--- src/rtl/uart_tx_fifo_param.sv ---
// Purpose : buffered UART transmitter; words queue in a sync FIFO, sent LSB-first.
// Latency : write into an empty FIFO at t -> EMPTY low t+1, pop t+1, start bit on UART_TXD at t+2.
// Backpr. : no ready handshake; FULL advertises capacity and a write while FULL is dropped.
//
// Ports (uart_tx_fifo_param):
//   CLK, RST_N       clock, asynchronous active-low reset (abandons frame, flushes FIFO)
//   WR_EN, WR_DATA   push a DATA_BITS word into the FIFO
//   FULL, EMPTY      FIFO status; LEVEL is occupancy (FIFO_AW+1 bits)
//   BUSY             high while a frame is on the line
//   DONE             one-cycle pulse after the last stop bit of every frame
//   UART_TXD         serial line, idles high
// Optional feature: define UART_TX_CTS_EN to add CTS_N (active-low clear-to-send,
// 2-flop synchronised). It gates the start of every frame, never a frame in flight.

// Purpose : generic synchronous FIFO, first-word-fall-through head.
// Latency : a push is visible on head_dat and in level one cycle later.
// Backpr. : push while full and pop while empty are ignored.
module uart_tx_sync_fifo #(
  parameter int W  = 8,
  parameter int AW = 4
) (
  input  logic          clk,
  input  logic          rst_n,
  input  logic          push_vld,
  input  logic [W-1:0]  push_dat,
  input  logic          pop,
  output logic [W-1:0]  head_dat,
  output logic          full,
  output logic          empty,
  output logic [AW:0]   level
);
  localparam logic [AW:0] DEPTH = {1'b1, {AW{1'b0}}};

  logic [W-1:0] mem [2**AW];
  logic [AW:0]  wr_ptr;
  logic [AW:0]  rd_ptr;
  logic         do_push;
  logic         do_pop;

  assign do_push  = push_vld & ~full;
  assign do_pop   = pop & ~empty;
  // Pointers carry one extra wrap bit so their difference is the occupancy.
  assign level    = wr_ptr - rd_ptr;
  assign full     = (level == DEPTH);
  assign empty    = (level == '0);
  assign head_dat = mem[rd_ptr[AW-1:0]];

  always_ff @(posedge clk) begin
    if (do_push) begin
      mem[wr_ptr[AW-1:0]] <= push_dat;
    end
  end

  always_ff @(posedge clk or negedge rst_n) begin
    if (!rst_n) begin
      wr_ptr <= '0;
      rd_ptr <= '0;
    end else begin
      if (do_push) wr_ptr <= wr_ptr + 1'b1;
      if (do_pop)  rd_ptr <= rd_ptr + 1'b1;
    end
  end
endmodule

module uart_tx_fifo_param #(
  parameter int DIV         = 868,
  parameter int DATA_BITS   = 8,
  parameter int PARITY_MODE = 0,
  parameter int STOP_BITS   = 1,
  parameter int FIFO_AW     = 4
) (
  input  logic                 CLK,
  input  logic                 RST_N,
`ifdef UART_TX_CTS_EN
  input  logic                 CTS_N,
`endif
  input  logic                 WR_EN,
  input  logic [DATA_BITS-1:0] WR_DATA,
  output logic                 FULL,
  output logic                 EMPTY,
  output logic [FIFO_AW:0]     LEVEL,
  output logic                 BUSY,
  output logic                 DONE,
  output logic                 UART_TXD
);
  generate
    if (DIV < 2 || DATA_BITS < 5 || DATA_BITS > 8 || PARITY_MODE < 0 || PARITY_MODE > 2 ||
        (STOP_BITS != 1 && STOP_BITS != 2) || FIFO_AW < 1) begin : g_bad_param
      $error("uart_tx_fifo_param: illegal parameter combination");
    end
  endgenerate

  localparam int          CW        = (DIV > 2) ? $clog2(DIV) : 1;
  localparam logic [CW-1:0] DIV_M1  = CW'(DIV - 1);
  localparam logic [2:0]  LAST_DATA = 3'(DATA_BITS - 1);
  localparam logic [2:0]  LAST_STOP = 3'(STOP_BITS - 1);
  localparam logic        ODD       = (PARITY_MODE == 1);

  typedef enum logic [2:0] {S_IDLE, S_START, S_DATA, S_PARITY, S_STOP} state_t;

  state_t                 state_q, state_d;
  logic [CW-1:0]          cnt_q, cnt_d;
  logic [2:0]             bit_q, bit_d;
  logic [DATA_BITS-1:0]   shift_q, shift_d;
  logic                   par_q, par_d;
  logic                   txd_q, txd_d;
  logic                   done_q, done_d;
  logic                   fifo_pop;
  logic [DATA_BITS-1:0]   head_dat;
  logic                   cts_ok;
  logic                   tick;

  uart_tx_sync_fifo #(.W(DATA_BITS), .AW(FIFO_AW)) u_fifo (
    .clk      (CLK),
    .rst_n    (RST_N),
    .push_vld (WR_EN),
    .push_dat (WR_DATA),
    .pop      (fifo_pop),
    .head_dat (head_dat),
    .full     (FULL),
    .empty    (EMPTY),
    .level    (LEVEL)
  );

`ifdef UART_TX_CTS_EN
  logic [1:0] cts_sync_q;
  // Resets to "not clear" so nothing launches until the peer is seen ready.
  always_ff @(posedge CLK or negedge RST_N) begin
    if (!RST_N) cts_sync_q <= 2'b11;
    else        cts_sync_q <= {cts_sync_q[0], CTS_N};
  end
  assign cts_ok = ~cts_sync_q[1];
`else
  assign cts_ok = 1'b1;
`endif

  assign tick = (cnt_q == '0);

  always_comb begin
    state_d  = state_q;
    cnt_d    = cnt_q;
    bit_d    = bit_q;
    shift_d  = shift_q;
    par_d    = par_q;
    done_d   = 1'b0;
    fifo_pop = 1'b0;
    txd_d    = 1'b1;

    if (state_q != S_IDLE) begin
      if (!tick) begin
        cnt_d = cnt_q - 1'b1;
      end else begin
        cnt_d = DIV_M1;
        case (state_q)
          S_START: begin
            state_d = S_DATA;
            bit_d   = '0;
          end
          S_DATA: begin
            shift_d = shift_q >> 1;
            if (bit_q == LAST_DATA) begin
              state_d = (PARITY_MODE != 0) ? S_PARITY : S_STOP;
              bit_d   = '0;
            end else begin
              bit_d = bit_q + 1'b1;
            end
          end
          S_PARITY: begin
            state_d = S_STOP;
            bit_d   = '0;
          end
          S_STOP: begin
            if (bit_q == LAST_STOP) begin
              done_d  = 1'b1;
              state_d = S_IDLE;
            end else begin
              bit_d = bit_q + 1'b1;
            end
          end
          default: state_d = S_IDLE;
        endcase
      end
    end

    // One launch path serves both IDLE and the end of the final stop bit,
    // which is what makes back-to-back frames gapless.
    if (state_d == S_IDLE && !EMPTY && cts_ok) begin
      fifo_pop = 1'b1;
      shift_d  = head_dat;
      par_d    = (^head_dat) ^ ODD;
      cnt_d    = DIV_M1;
      bit_d    = '0;
      state_d  = S_START;
    end

    // Line level is registered from the next state so UART_TXD is glitch-free.
    case (state_d)
      S_START:  txd_d = 1'b0;
      S_DATA:   txd_d = shift_d[0];
      S_PARITY: txd_d = par_d;
      default:  txd_d = 1'b1;
    endcase
  end

  always_ff @(posedge CLK or negedge RST_N) begin
    if (!RST_N) begin
      state_q <= S_IDLE;
      cnt_q   <= '0;
      bit_q   <= '0;
      shift_q <= '0;
      par_q   <= 1'b0;
      txd_q   <= 1'b1;
      done_q  <= 1'b0;
    end else begin
      state_q <= state_d;
      cnt_q   <= cnt_d;
      bit_q   <= bit_d;
      shift_q <= shift_d;
      par_q   <= par_d;
      txd_q   <= txd_d;
      done_q  <= done_d;
    end
  end

  assign BUSY     = (state_q != S_IDLE);
  assign DONE     = done_q;
  assign UART_TXD = txd_q;
endmodule

--- config.mk ---
export PLATFORM = sky130hd
export DESIGN_NAME = uart_tx_fifo_param
export DESIGN_NICKNAME = d
export VERILOG_FILES = /design/src/rtl/uart_tx_fifo_param.sv
export SDC_FILE = /design/constraint.sdc
export NUM_CORES = 1
export LEC_CHECK = 0
export ABC_CLOCK_PERIOD_IN_PS = 6700
export BUFFER_PORTS_ARGS = -buffer_cell sky130_fd_sc_hd__buf_4
export CAP_MARGIN = 5
export CORE_MARGIN = 1.5
export CORE_UTILIZATION = 50
export CTS_CLUSTER_DIAMETER = 100
export DETAILED_ROUTE_END_ITERATION = 10
export PLACE_DENSITY_LB_ADDON = 0.1
export REMOVE_ABC_BUFFERS = 1
export SETUP_SLACK_MARGIN = 0.1
export SLEW_MARGIN = 20
export SYNTH_ARGS = -nofsm -noshare
export SYNTH_HDL_FRONTEND = slang
export SYNTH_SLANG_ARGS = --single-unit
--- constraint.sdc ---
create_clock -name CLK -period 6.7 [get_ports CLK]
set_input_delay 1.675 -clock CLK [delete_from_list [all_inputs] [get_ports CLK]]
set_output_delay 1.675 -clock CLK [all_outputs]
set_load 0.005 [all_outputs]
==> out/results.tsv <==
stage	metric	value	unit
clock_tree	Post-CTS Setup Repair Bufs	0	
clock_tree	TritonCTS clock tree	done	
clock_tree	TritonCTS Buffers	17	
detailed_routing	Initial DRC Count	197	
grt	Total Routing Usage GR	20.0	%
power	pwr dens	441	mW/mm^2
min_path	worst min-delay path category	flip-flop to flip-flop	
detailed_routing	routed vias/inst	5.72	
synthesis	area of the mapped netlist	0.00727	sq mm
worst_setup_path	worst path required time	5.03	ns
synthesis	syn_area_per_cell	15.8	sq um
die	core area	0.0140	sq mm
synthesis	EDFF count, synth	128	
placed_design	HPWL Detailed	8760	um
cells_and_area	share of cells above drive strength 1	18.1	%
timing	Final Hold Fails	0	
cells_and_area	design area	0.00820	sq mm
cells_and_area	commonest non-fill, non-tap cell in the layout	edfxtp_1	
cells_and_area	final core utilization	58.4	%
clock_tree	Reg clk slew, reported paths	0.06	ns
grt	first-pass GRT wire length	21600	um
power	maximum VDD drop	0.190	mV
run	number of max-cap violations	0	
timing	setup_tns	0	ns
cells_and_area	FF+latch area	0.00477	sq mm
timing	worst slew pin tran	0.842	ns
synthesis	register area share after synthesis	65.7	%
detailed_routing	First-pass DRT Iterations	4	
timing	Slew Limit Fails	0	
worst_setup_path	crit path launch type	flip-flop	
detailed_routing	drt drc	0	
grt	number of global-route vias before repair	3863	
die	die width	124	um
die	Cell Rows	43	
synthesis	fraction of registers with async set/reset	22.4	%
grt	pin count of the biggest net entering global routing	38	
timing	final number of setup-violating endpoints	0	
worst_setup_path	Crit Path Class	flip-flop to output port	
power	Leakage Power	3.07	nW
worst_setup_path	CP max FO	36	
placed_design	routability-driven placement congestion ratio	0.792	
clock_tree	Worst-Skew Late Latency	0.42	ns
cells_and_area	fillcell total	1093	
detailed_routing	WL final	13800	um
cells_and_area	NumNets Final	506	
detailed_routing	Vias	3840	
cells_and_area	multi-input logic area	0.00232	sq mm
detailed_routing	Wirelength per Cell	20.5	um
cells_and_area	most frequent cells in the layout	edfxtp_1 (128), dfrtp_1 (35), nand2_1 (27), mux2i_1 (25), buf_4 (25)	
synthesis	post-synth cell types	50	
die	Initial Util	51.8	%
clock_tree	clk buf depth	2	
clock_tree	root buffer cell	clkbuf_16	
detailed_routing	Final ANT Viol Nets	0	
die	Die Y	124	um
timing	post-route setup slack	2.04	ns
clock_tree	H-tree depth	4	
timing	post-route clock period utilization	69.6	%
timing	RSZ-0062 raised after global routing	no	
synthesis	Syn. warnings	0	
die	num ports	21	
clock_tree	# resized after CTS	0	
synthesis	Yosys reg bits	165	
timing	f_max	0.214	GHz
synthesis	top_reg_cell synth	edfxtp_1	
cells_and_area	ANT cells	0	
clock_tree	cts hold-fix bufs	0	
grt	global route overflow	0	
clock_tree	clk sinks	165	
timing	clock skew after layout	0.00790	ns
synthesis	Gate Count Post-Synth	459	
die	total die area	0.0153	sq mm
timing	Tmin final	4.66	ns
cells_and_area	Synth-to-Final Area Change	12.8	%
worst_setup_path	endpoint class of the critical path	output port	
placed_design	pre-CTS WS	2.43	ns
placed_design	PortBufs	20	
grt	initial antenna violation count	0	
worst_setup_path	Arr. time, crit path	2.99	ns
outcome	outcome	finished, final reports clean	
timing	Slew HR	43.6	%
placed_design	Placed Area	0.00756	sq mm
-- synthesized netlist by cell type (all sizes together), types with 2 or more instances --
cell type,instances,share of area (%)
nor3b,2,0.21
inv,16,0.83
nand4,3,0.26
xor2,9,1.1
and2,2,0.17
nor2,18,0.93
ha,14,2.4
and3,18,1.5
nor4,2,0.17
nand2,27,1.4
nor2b,4,0.34
nand3,3,0.21
mux4,32,10
mux2,6,0.98
dfrtp,36,12
clkbuf,13,0.67
nand2b,4,0.34
a31oi,3,0.26
o21ai,19,1.3
nor3,8,0.55
or3,5,0.43
or2,2,0.17
mux2i,25,3.4
a21boi,2,0.21
edfxtp,128,53
a21oi,19,1.4
xnor2,12,1.4
o211ai,5,0.52
buf,10,1.0
-- worst paths after layout --
| kind | startpoint | endpoint | slack, ns | cells after the start |
|---|---|---|---|---|
| setup / recovery | u_fifo.rd_ptr[1]$_DFFE_PN0P_ | EMPTY | 2.04 | 9 |
| hold / removal | u_fifo.wr_ptr[4]$_DFFE_PN0P_ | u_fifo.wr_ptr[4]$_DFFE_PN0P_ | 0.49 | 1 |
| setup reg to reg | u_fifo.rd_ptr[1]$_DFFE_PN0P_ | u_fifo.mem[15][6]$_DFFE_PP_ | 2.98 | 9 |
| hold reg to reg | u_fifo.wr_ptr[4]$_DFFE_PN0P_ | u_fifo.wr_ptr[4]$_DFFE_PN0P_ | 0.49 | 1 |
| max in group asynchronous | RST_N | u_fifo.rd_ptr[1]$_DFFE_PN0P_ | 5.12 | 1 |
| min in group asynchronous | RST_N | cnt_q[3]$_DFFE_PN0P_ | 1.21 | 1 |
-- cells by family after synthesis --
kind of cell | count (synthesis) | share of synthesized area [%]
flip-flops | 165 | 65.7
AND/OR/NAND/NOR | 101 | 7.15
multiplexers | 63 | 14.8
AO/OA/AOI/OAI | 54 | 4.37
buffers and inverters | 39 | 2.50
XOR/XNOR | 22 | 2.84
adder cells (fa/ha/maj) | 15 | 2.69
-- sequential cells by signal, indices dropped and copies added, names as in the netlist --
register	flops
u_fifo.mem	128
par_q	1
DONE	1
cnt_q	10
bit_q	3
u_fifo.wr_ptr	5
UART_TXD	1
u_fifo.rd_ptr	5
shift_q	8
state_q	3
-- worst max-delay path: stages (launching register included) --
cell and delay, ns:
dfrtp_2 0.34, buf_4 0.55, inv_1 0.13, ha_1 0.31, nor2b_1 0.12, o21ai_0 0.18
a21boi_0 0.15, o2111ai_1 0.56, inv_1 0.09, buf_4 0.15
-- where the power goes --
group / internal [W] / switching (W)
Combinational: 0.000582 / 0.000629
Clock: 0.000659 / 0.000385
Sequential: 0.00127 / 0.0000928
-- metal layers --
| metal | vias to the layer above | global-route usage [%] | part of all wire [%] |
|---|---|---|---|
| met3 | 21 | 3.64 | 2.5 |
| met4 | 0 | 8.69 | 2.1 |
| met5 | - | 0 | 0 |
| met2 | 67 | 32.8 | 50 |
| met1 | 1950 | 26.2 | 45 |
| li1 | 1802 | - | - |
-- stage by stage --
stage	hold slack, ns	power (W)	cells
floorplan	0.461	0.00223	436
global placement	0.474	0.00258	641
detailed placement	0.485	0.00260	641
CTS	0.495	0.00366	671
global route	0.523	0.00382	671
finish	0.490	0.00362	671
-- layout make-up --
| cell class | instances | share of cell area (%) |
|---|---|---|
| timing repair buffer | 25 | 2.29 |
| inverter | 16 | 0.732 |
| sequential | 165 | 58.2 |
| tap | 180 | 2.75 |
| clock inverter | 12 | 2.49 |
| clock buffer | 18 | 5.23 |
| multi-input combinational | 255 | 28.3 |
Power figures use the tool's default switching activity.
